`src/rtl/relu_pkg.sv`:
```
// Shared types and helpers for the ReLU backward stage: default beat geometry,
// lane-mask / packed-beat typedefs and the strictly-positive mask function.
`timescale 1ns/1ps
package relu_pkg;

  localparam int RELU_LANES  = 4;
  localparam int RELU_DATA_W = 16;

  typedef logic [RELU_LANES-1:0]             lane_mask_t;
  typedef logic [RELU_LANES*RELU_DATA_W-1:0] beat_t;

  // Strictly positive: sign bit clear and value non-zero (0 and most-negative give 0).
  function automatic lane_mask_t positive_mask(input beat_t beat);
    lane_mask_t m;
    for (int i = 0; i < RELU_LANES; i++) begin
      m[i] = !beat[i*RELU_DATA_W + RELU_DATA_W-1] && (|beat[i*RELU_DATA_W +: RELU_DATA_W]);
    end
    return m;
  endfunction

endpackage

```
`src/rtl/relu_mask_fifo.sv`:
```
// DEPTH x WIDTH mask FIFO with synchronous flush, occupancy count, full/empty.
// Read data is the head entry, available combinationally for same-cycle gating.
`timescale 1ns/1ps
module relu_mask_fifo #(
  parameter int DEPTH = 16,
  parameter int WIDTH = 4
) (
  input  logic                   clk,
  input  logic                   rst_n,
  input  logic                   flush,
  input  logic                   push,
  input  logic [WIDTH-1:0]       push_data,
  input  logic                   pop,
  output logic [WIDTH-1:0]       pop_data,
  output logic [$clog2(DEPTH):0] count,
  output logic                   full,
  output logic                   empty
);

  localparam int AW = $clog2(DEPTH);
  localparam logic [AW:0] FULL_CNT = (AW+1)'(DEPTH);

  logic [WIDTH-1:0] r_mem [DEPTH];
  logic [AW-1:0]    r_wr_ptr;
  logic [AW-1:0]    r_rd_ptr;
  logic [AW:0]      r_count;
  logic             w_push;
  logic             w_pop;

  assign full     = (r_count == FULL_CNT);
  assign empty    = (r_count == '0);
  assign w_push   = push && !full && !flush;
  assign w_pop    = pop && !empty && !flush;
  assign pop_data = r_mem[r_rd_ptr];
  assign count    = r_count;

  always_ff @(posedge clk) begin
    if (w_push) begin
      r_mem[r_wr_ptr] <= push_data;
    end
  end

  // Pointers wrap naturally because DEPTH is a power of two.
  always_ff @(posedge clk or negedge rst_n) begin
    if (!rst_n) begin
      r_wr_ptr <= '0;
      r_rd_ptr <= '0;
      r_count  <= '0;
    end else if (flush) begin
      r_wr_ptr <= '0;
      r_rd_ptr <= '0;
      r_count  <= '0;
    end else begin
      if (w_push) r_wr_ptr <= r_wr_ptr + 1'b1;
      if (w_pop)  r_rd_ptr <= r_rd_ptr + 1'b1;
      case ({w_push, w_pop})
        2'b10:   r_count <= r_count + 1'b1;
        2'b01:   r_count <= r_count - 1'b1;
        default: r_count <= r_count;
      endcase
    end
  end

endmodule

```
`src/rtl/relu_backward.sv`:
```
// ReLU backward stage: stores forward positive masks, gates gradient beats in order.
// Optional macro RELU_BACKWARD_LEAKY_GRAD_EN passes masked lanes as grad >>> LEAK_SHIFT.
`timescale 1ns/1ps
module relu_backward
  import relu_pkg::*;
#(
  parameter int LANES      = RELU_LANES,
  parameter int DATA_W     = RELU_DATA_W,
  parameter int DEPTH      = 16,
  parameter int LEAK_SHIFT = 3
) (
  input  logic                      clk,
  input  logic                      rst_n,
  input  logic                      flush,
  input  logic                      fwd_valid,
  output logic                      fwd_ready,
  input  logic [LANES*DATA_W-1:0]   fwd_data,
  input  logic                      grad_in_valid,
  output logic                      grad_in_ready,
  input  logic [LANES*DATA_W-1:0]   grad_in_data,
  output logic                      grad_out_valid,
  input  logic                      grad_out_ready,
  output logic [LANES*DATA_W-1:0]   grad_out_data,
  output logic [$clog2(DEPTH):0]    mask_count
);

`ifdef RELU_BACKWARD_LEAKY_GRAD_EN
  localparam bit LEAKY = 1'b1;
`else
  localparam bit LEAKY = 1'b0;
`endif

  logic [LANES-1:0]        w_fwd_mask;
  logic [LANES-1:0]        w_head_mask;
  logic [LANES*DATA_W-1:0] w_gated;
  logic                    w_full;
  logic                    w_empty;
  logic                    w_push;
  logic                    w_pop;
  logic                    r_valid;
  logic [LANES*DATA_W-1:0] r_data;

  if (LANES == RELU_LANES && DATA_W == RELU_DATA_W) begin : g_pkg_mask
    assign w_fwd_mask = positive_mask(fwd_data);
  end else begin : g_lane_mask
    for (genvar gi = 0; gi < LANES; gi++) begin : g_lane
      assign w_fwd_mask[gi] = !fwd_data[gi*DATA_W + DATA_W-1] && (|fwd_data[gi*DATA_W +: DATA_W]);
    end
  end

  assign fwd_ready     = !w_full;
  assign grad_in_ready = !w_empty && (!r_valid || grad_out_ready);
  assign w_push        = fwd_valid && fwd_ready;
  assign w_pop         = grad_in_valid && grad_in_ready;

  relu_mask_fifo #(
    .DEPTH (DEPTH),
    .WIDTH (LANES)
  ) u_mask_fifo (
    .clk       (clk),
    .rst_n     (rst_n),
    .flush     (flush),
    .push      (w_push),
    .push_data (w_fwd_mask),
    .pop       (w_pop),
    .pop_data  (w_head_mask),
    .count     (mask_count),
    .full      (w_full),
    .empty     (w_empty)
  );

  // Shift kept in its own signed net so the ternary cannot turn >>> into a logical shift.
  for (genvar gi = 0; gi < LANES; gi++) begin : g_gate
    logic signed [DATA_W-1:0] w_g;
    logic signed [DATA_W-1:0] w_leak;
    assign w_g    = grad_in_data[gi*DATA_W +: DATA_W];
    assign w_leak = w_g >>> LEAK_SHIFT;
    assign w_gated[gi*DATA_W +: DATA_W] = w_head_mask[gi] ? w_g
                                        : (LEAKY ? w_leak : {DATA_W{1'b0}});
  end

  always_ff @(posedge clk or negedge rst_n) begin
    if (!rst_n) begin
      r_valid <= 1'b0;
      r_data  <= '0;
    end else if (flush) begin
      r_valid <= 1'b0;
    end else if (w_pop) begin
      r_valid <= 1'b1;
      r_data  <= w_gated;
    end else if (grad_out_ready) begin
      r_valid <= 1'b0;
    end
  end

  assign grad_out_valid = r_valid;
  assign grad_out_data  = r_data;

endmodule

```
`config.mk`:
```
export PLATFORM = sky130hd
export DESIGN_NAME = relu_backward
export DESIGN_NICKNAME = d
export VERILOG_FILES = /design/src/rtl/relu_pkg.sv /design/src/rtl/relu_mask_fifo.sv /design/src/rtl/relu_backward.sv
export SDC_FILE = /design/constraint.sdc
export NUM_CORES = 1
export LEC_CHECK = 0
export CAP_MARGIN = 30
export CORE_MARGIN = 3
export CORE_UTILIZATION = 35
export CTS_BUF_LIST = sky130_fd_sc_hd__clkbuf_4 sky130_fd_sc_hd__clkbuf_8
export CTS_CLUSTER_DIAMETER = 30
export DETAILED_ROUTE_END_ITERATION = 8
export GPL_ROUTABILITY_DRIVEN = 1
export PLACE_DENSITY = 0.61
export SETUP_SLACK_MARGIN = 0.15
export SLEW_MARGIN = 20
export SYNTH_ARGS = -nofsm -noshare
export SYNTH_HDL_FRONTEND = slang
export SYNTH_SLANG_ARGS = --single-unit
```
`constraint.sdc`:
```
create_clock -name clk -period 2.9 [get_ports clk]
set_clock_uncertainty 0.05 [all_clocks]
set_input_delay 0.58 -clock clk [delete_from_list [all_inputs] [get_ports clk]]
set_output_delay 0.58 -clock clk [all_outputs]
set_load 0.1 [all_outputs]
```
==> metrics.cfg <==
[status]
outcome = finished, final reports clean

[layout]
fillers = 1434
final_util_pct = 52.4
final_nets = 877
final_common_cell = nand2_1
multi_input_area_sq_um = 2080
final_cell_mix = nand2_1, clkdlybuf4s50_1, buf_4, dfrtp_1, edfxtp_1
ff_latch_area_sq_um = 3890
area_delta_synth_final_pct = 44.5
diodes = 0
final_layout_size_suffix_gt1_share_pct = 21.4

[timing]
min_period_ps = 2690
setup_viol = 0
drv_slew = 0
fmax_ghz = 0.372
worst_pin_slew_ps = 552
rsz0062_at_grt = yes
finalCritPeriodShare_pct = 92.6
tns_ps = 0
final_hold_viol_count = 0
relSlewSlack_pct = 63.2

[clocking]
cts_root_buffer = clkbuf_8
insertion_delay_ps = 440
htreeDepth = 4
numClockSinks = 142
cts_tree = built
ctsLongestPathBuffers = 2
cts_inserted_buffers = 17
clkTransAtPathRegs_ps = 80

[job]
cap_violations = 0

[detailed_routing]
antenna_left = 0
dr.pass1.iters = 4
drc = 0
vias = 4756
drtIter0Drc = 208
wl_um = 15700
wl_per_cell_um = 16.2
viasPerCell = 4.92

[die]
die_area_sq_um = 19100
die_w_um = 138
die_y_um = 138
initial_utilization_pct = 36.3
ioPinCount = 206
row_count = 47
core-area_sq_um = 16800

[yosys]
seq_area_frac_synth_pct = 63.5
synth.distinct_cells = 43
ys_warn_count = 0
synthArstFlopShare_pct = 54.9
syn_inst = 520
synth_nets = 663
synth-edff-count = 64
synth_seq_cells = 142
avgSynthCellArea_sq_um = 11.7
syn-cell-area_sq_um = 6100
synthFlopType = dfrtp_1

[power_and_ir_drop]
power_density_nw_per_um2 = 1030
ir_drop_mv = 0.672
p_total_uw = 9110
leakage_uw = 0.00351

[worst_setup_path]
rr_worst_depth = 10
crit_path_end = u_mask_fifo.count[4]
r2r_end = u_mask_fifo.count[4]
rrSetupSlack_ps = 210
crit_path_max_fanout = 6
cp-startpoint = u_mask_fifo.count[0]
slowest_stage = or4_4
reg2reg_from = u_mask_fifo.count[0]
path_cells = or4_4 -> o2111ai_4 -> nor2_4 -> buf_6 -> ha_4 -> nor2b_4 -> o21ai_2 -> nor2b_4 -> mux2i_1 -> o311ai_1
worstSetupPathType = reg -> reg
cp-start-kind = flip-flop
max_stage_delay_ps = 580
cp_common_cell = nor2b_4
arrival_ps = 2970
worst_ep_required_time_ps = 3190
crit_path_end_kind = flip-flop

[worst_hold_path]
hold_path.class = reg -> reg

[global_route]
grt_max_degree = 69
grt_pass1_wl_um = 25200
grt_pass1_vias = 4785
grtUsageTotal_pct = 16.2
overflow = 0
grt_antenna_before_repair = 0

[place]
post-dp-hpwl_um = 11500
gp_congestion = 0.855
port-buffer-count = 205

-- worst min-delay path by stage --
stage | startpoint | end | slack, ps | cells past startpoint
final | grad_out_data[22] | grad_out_data[22] | 440 | 2
after global routing | rst_n | grad_out_data[39] | 430 | 2
after CTS | rst_n | grad_out_data[39] | 420 | 2
after detailed placement | rst_n | grad_out_data[39] | 380 | 1
after global placement | rst_n | grad_out_data[26] | 380 | 1
after floorplan | rst_n | grad_out_data[0] | 230 | 0
-- per-stage QoR --
step           cell area, sq um  hold WS, ps  std cells  setup WS [ps]
2_1_floorplan              6150          234        520            154
3_3_place_gp               8280          378        929            115
3_5_place_dp               8280          380        929           87.6
4_1_cts                    8760          421        963            160
5_1_grt                    8820          428        967           92.8
6_report                   8820          435        967            215
-- synthesized netlist by cell type, drive strengths merged, types with 2 or more instances --
library cell | n | area [sq um]
a21oi | 5 | 25.0
a22oi | 4 | 30.0
a41oi | 4 | 35.0
and2 | 2 | 12.5
and3 | 9 | 56.3
buf | 24 | 145
clkbuf | 8 | 30.0
dfrtp | 78 | 1950
edfxtp | 64 | 1920
ha | 8 | 100
inv | 7 | 26.3
mux2i | 2 | 20.0
mux4 | 16 | 360
nand2 | 140 | 526
nand3 | 7 | 35.0
nor2 | 26 | 97.6
nor2b | 4 | 25.0
nor3 | 6 | 35.0
nor4 | 13 | 81.3
o2111ai | 2 | 23.8
o21ai | 66 | 330
o32ai | 2 | 17.5
or3 | 2 | 12.5
xnor2 | 3 | 26.3
xor2 | 5 | 43.8
-- routing by layer --
layer	routed length, um	up-vias	GRT usage, %
met5	0	-	0
met4	129	0	3.74
met3	1120	14	5.21
met2	7270	200	25.0
met1	7170	2270	22.6
li1	-	2272	-
-- repair_timing --
item | 4_1_cts | 5_1_grt
hold buffers | 1 | 0
gates resized for setup | 1 | 5
hold endpoints to repair | 10 | 0
setup endpoints to repair | 1 | 3
buffers inserted | 1 | 4
pin swaps | 2 | 6
-- report_power, final --
| part | switching (uW) | internal, uW | total (uW) | leakage, uW |
|---|---|---|---|---|
| Sequential | 240 | 2460 | 2700 | 0.00160 |
| Combinational | 3460 | 1130 | 4590 | 0.00168 |
| Clock | 753 | 1060 | 1810 | 0.000235 |
-- registers in the layout, indices dropped and copies added, names as in the netlist --
signal	cells
u_mask_fifo.r_rd_ptr	4
grad_out_valid	1
u_mask_fifo.r_mem	64
grad_out_data	64
u_mask_fifo.count	5
u_mask_fifo.r_wr_ptr	4
-- critical path: cells and delay by family (launching register included) --
family / cells / cell delay (ps)
multiplexers: 1 / 90
flip-flops: 1 / 510
AO/OA/AOI/OAI: 3 / 650
buffers and inverters: 1 / 130
AND/OR/NAND/NOR: 4 / 930
adder cells (fa/ha/maj): 1 / 220
-- kinds of logic (layout without fill, tap and decap cells) --
family                   Yosys count  in the layout  share of synthesized area [%]
AO/OA/AOI/OAI                     90             90                           8.81
XOR/XNOR                           8              8                           1.15
adder cells (fa/ha/maj)            9              9                           1.97
buffers and inverters             39            266                           3.30
flip-flops                       142            142                           63.5
multiplexers                      18             18                           6.23
AND/OR/NAND/NOR                  214            214                           15.1
-- cell type report --
type	instances	area share [%]
Sequential cell	142	44.1
Inverter	7	0.298
Clock inverter	13	2.38
Clock buffer	19	2.89
Timing Repair Buffer	227	23.6
Tap cell	220	3.12
Multi-Input combinational cell	339	23.6
(Power assumes the default switching activity.)
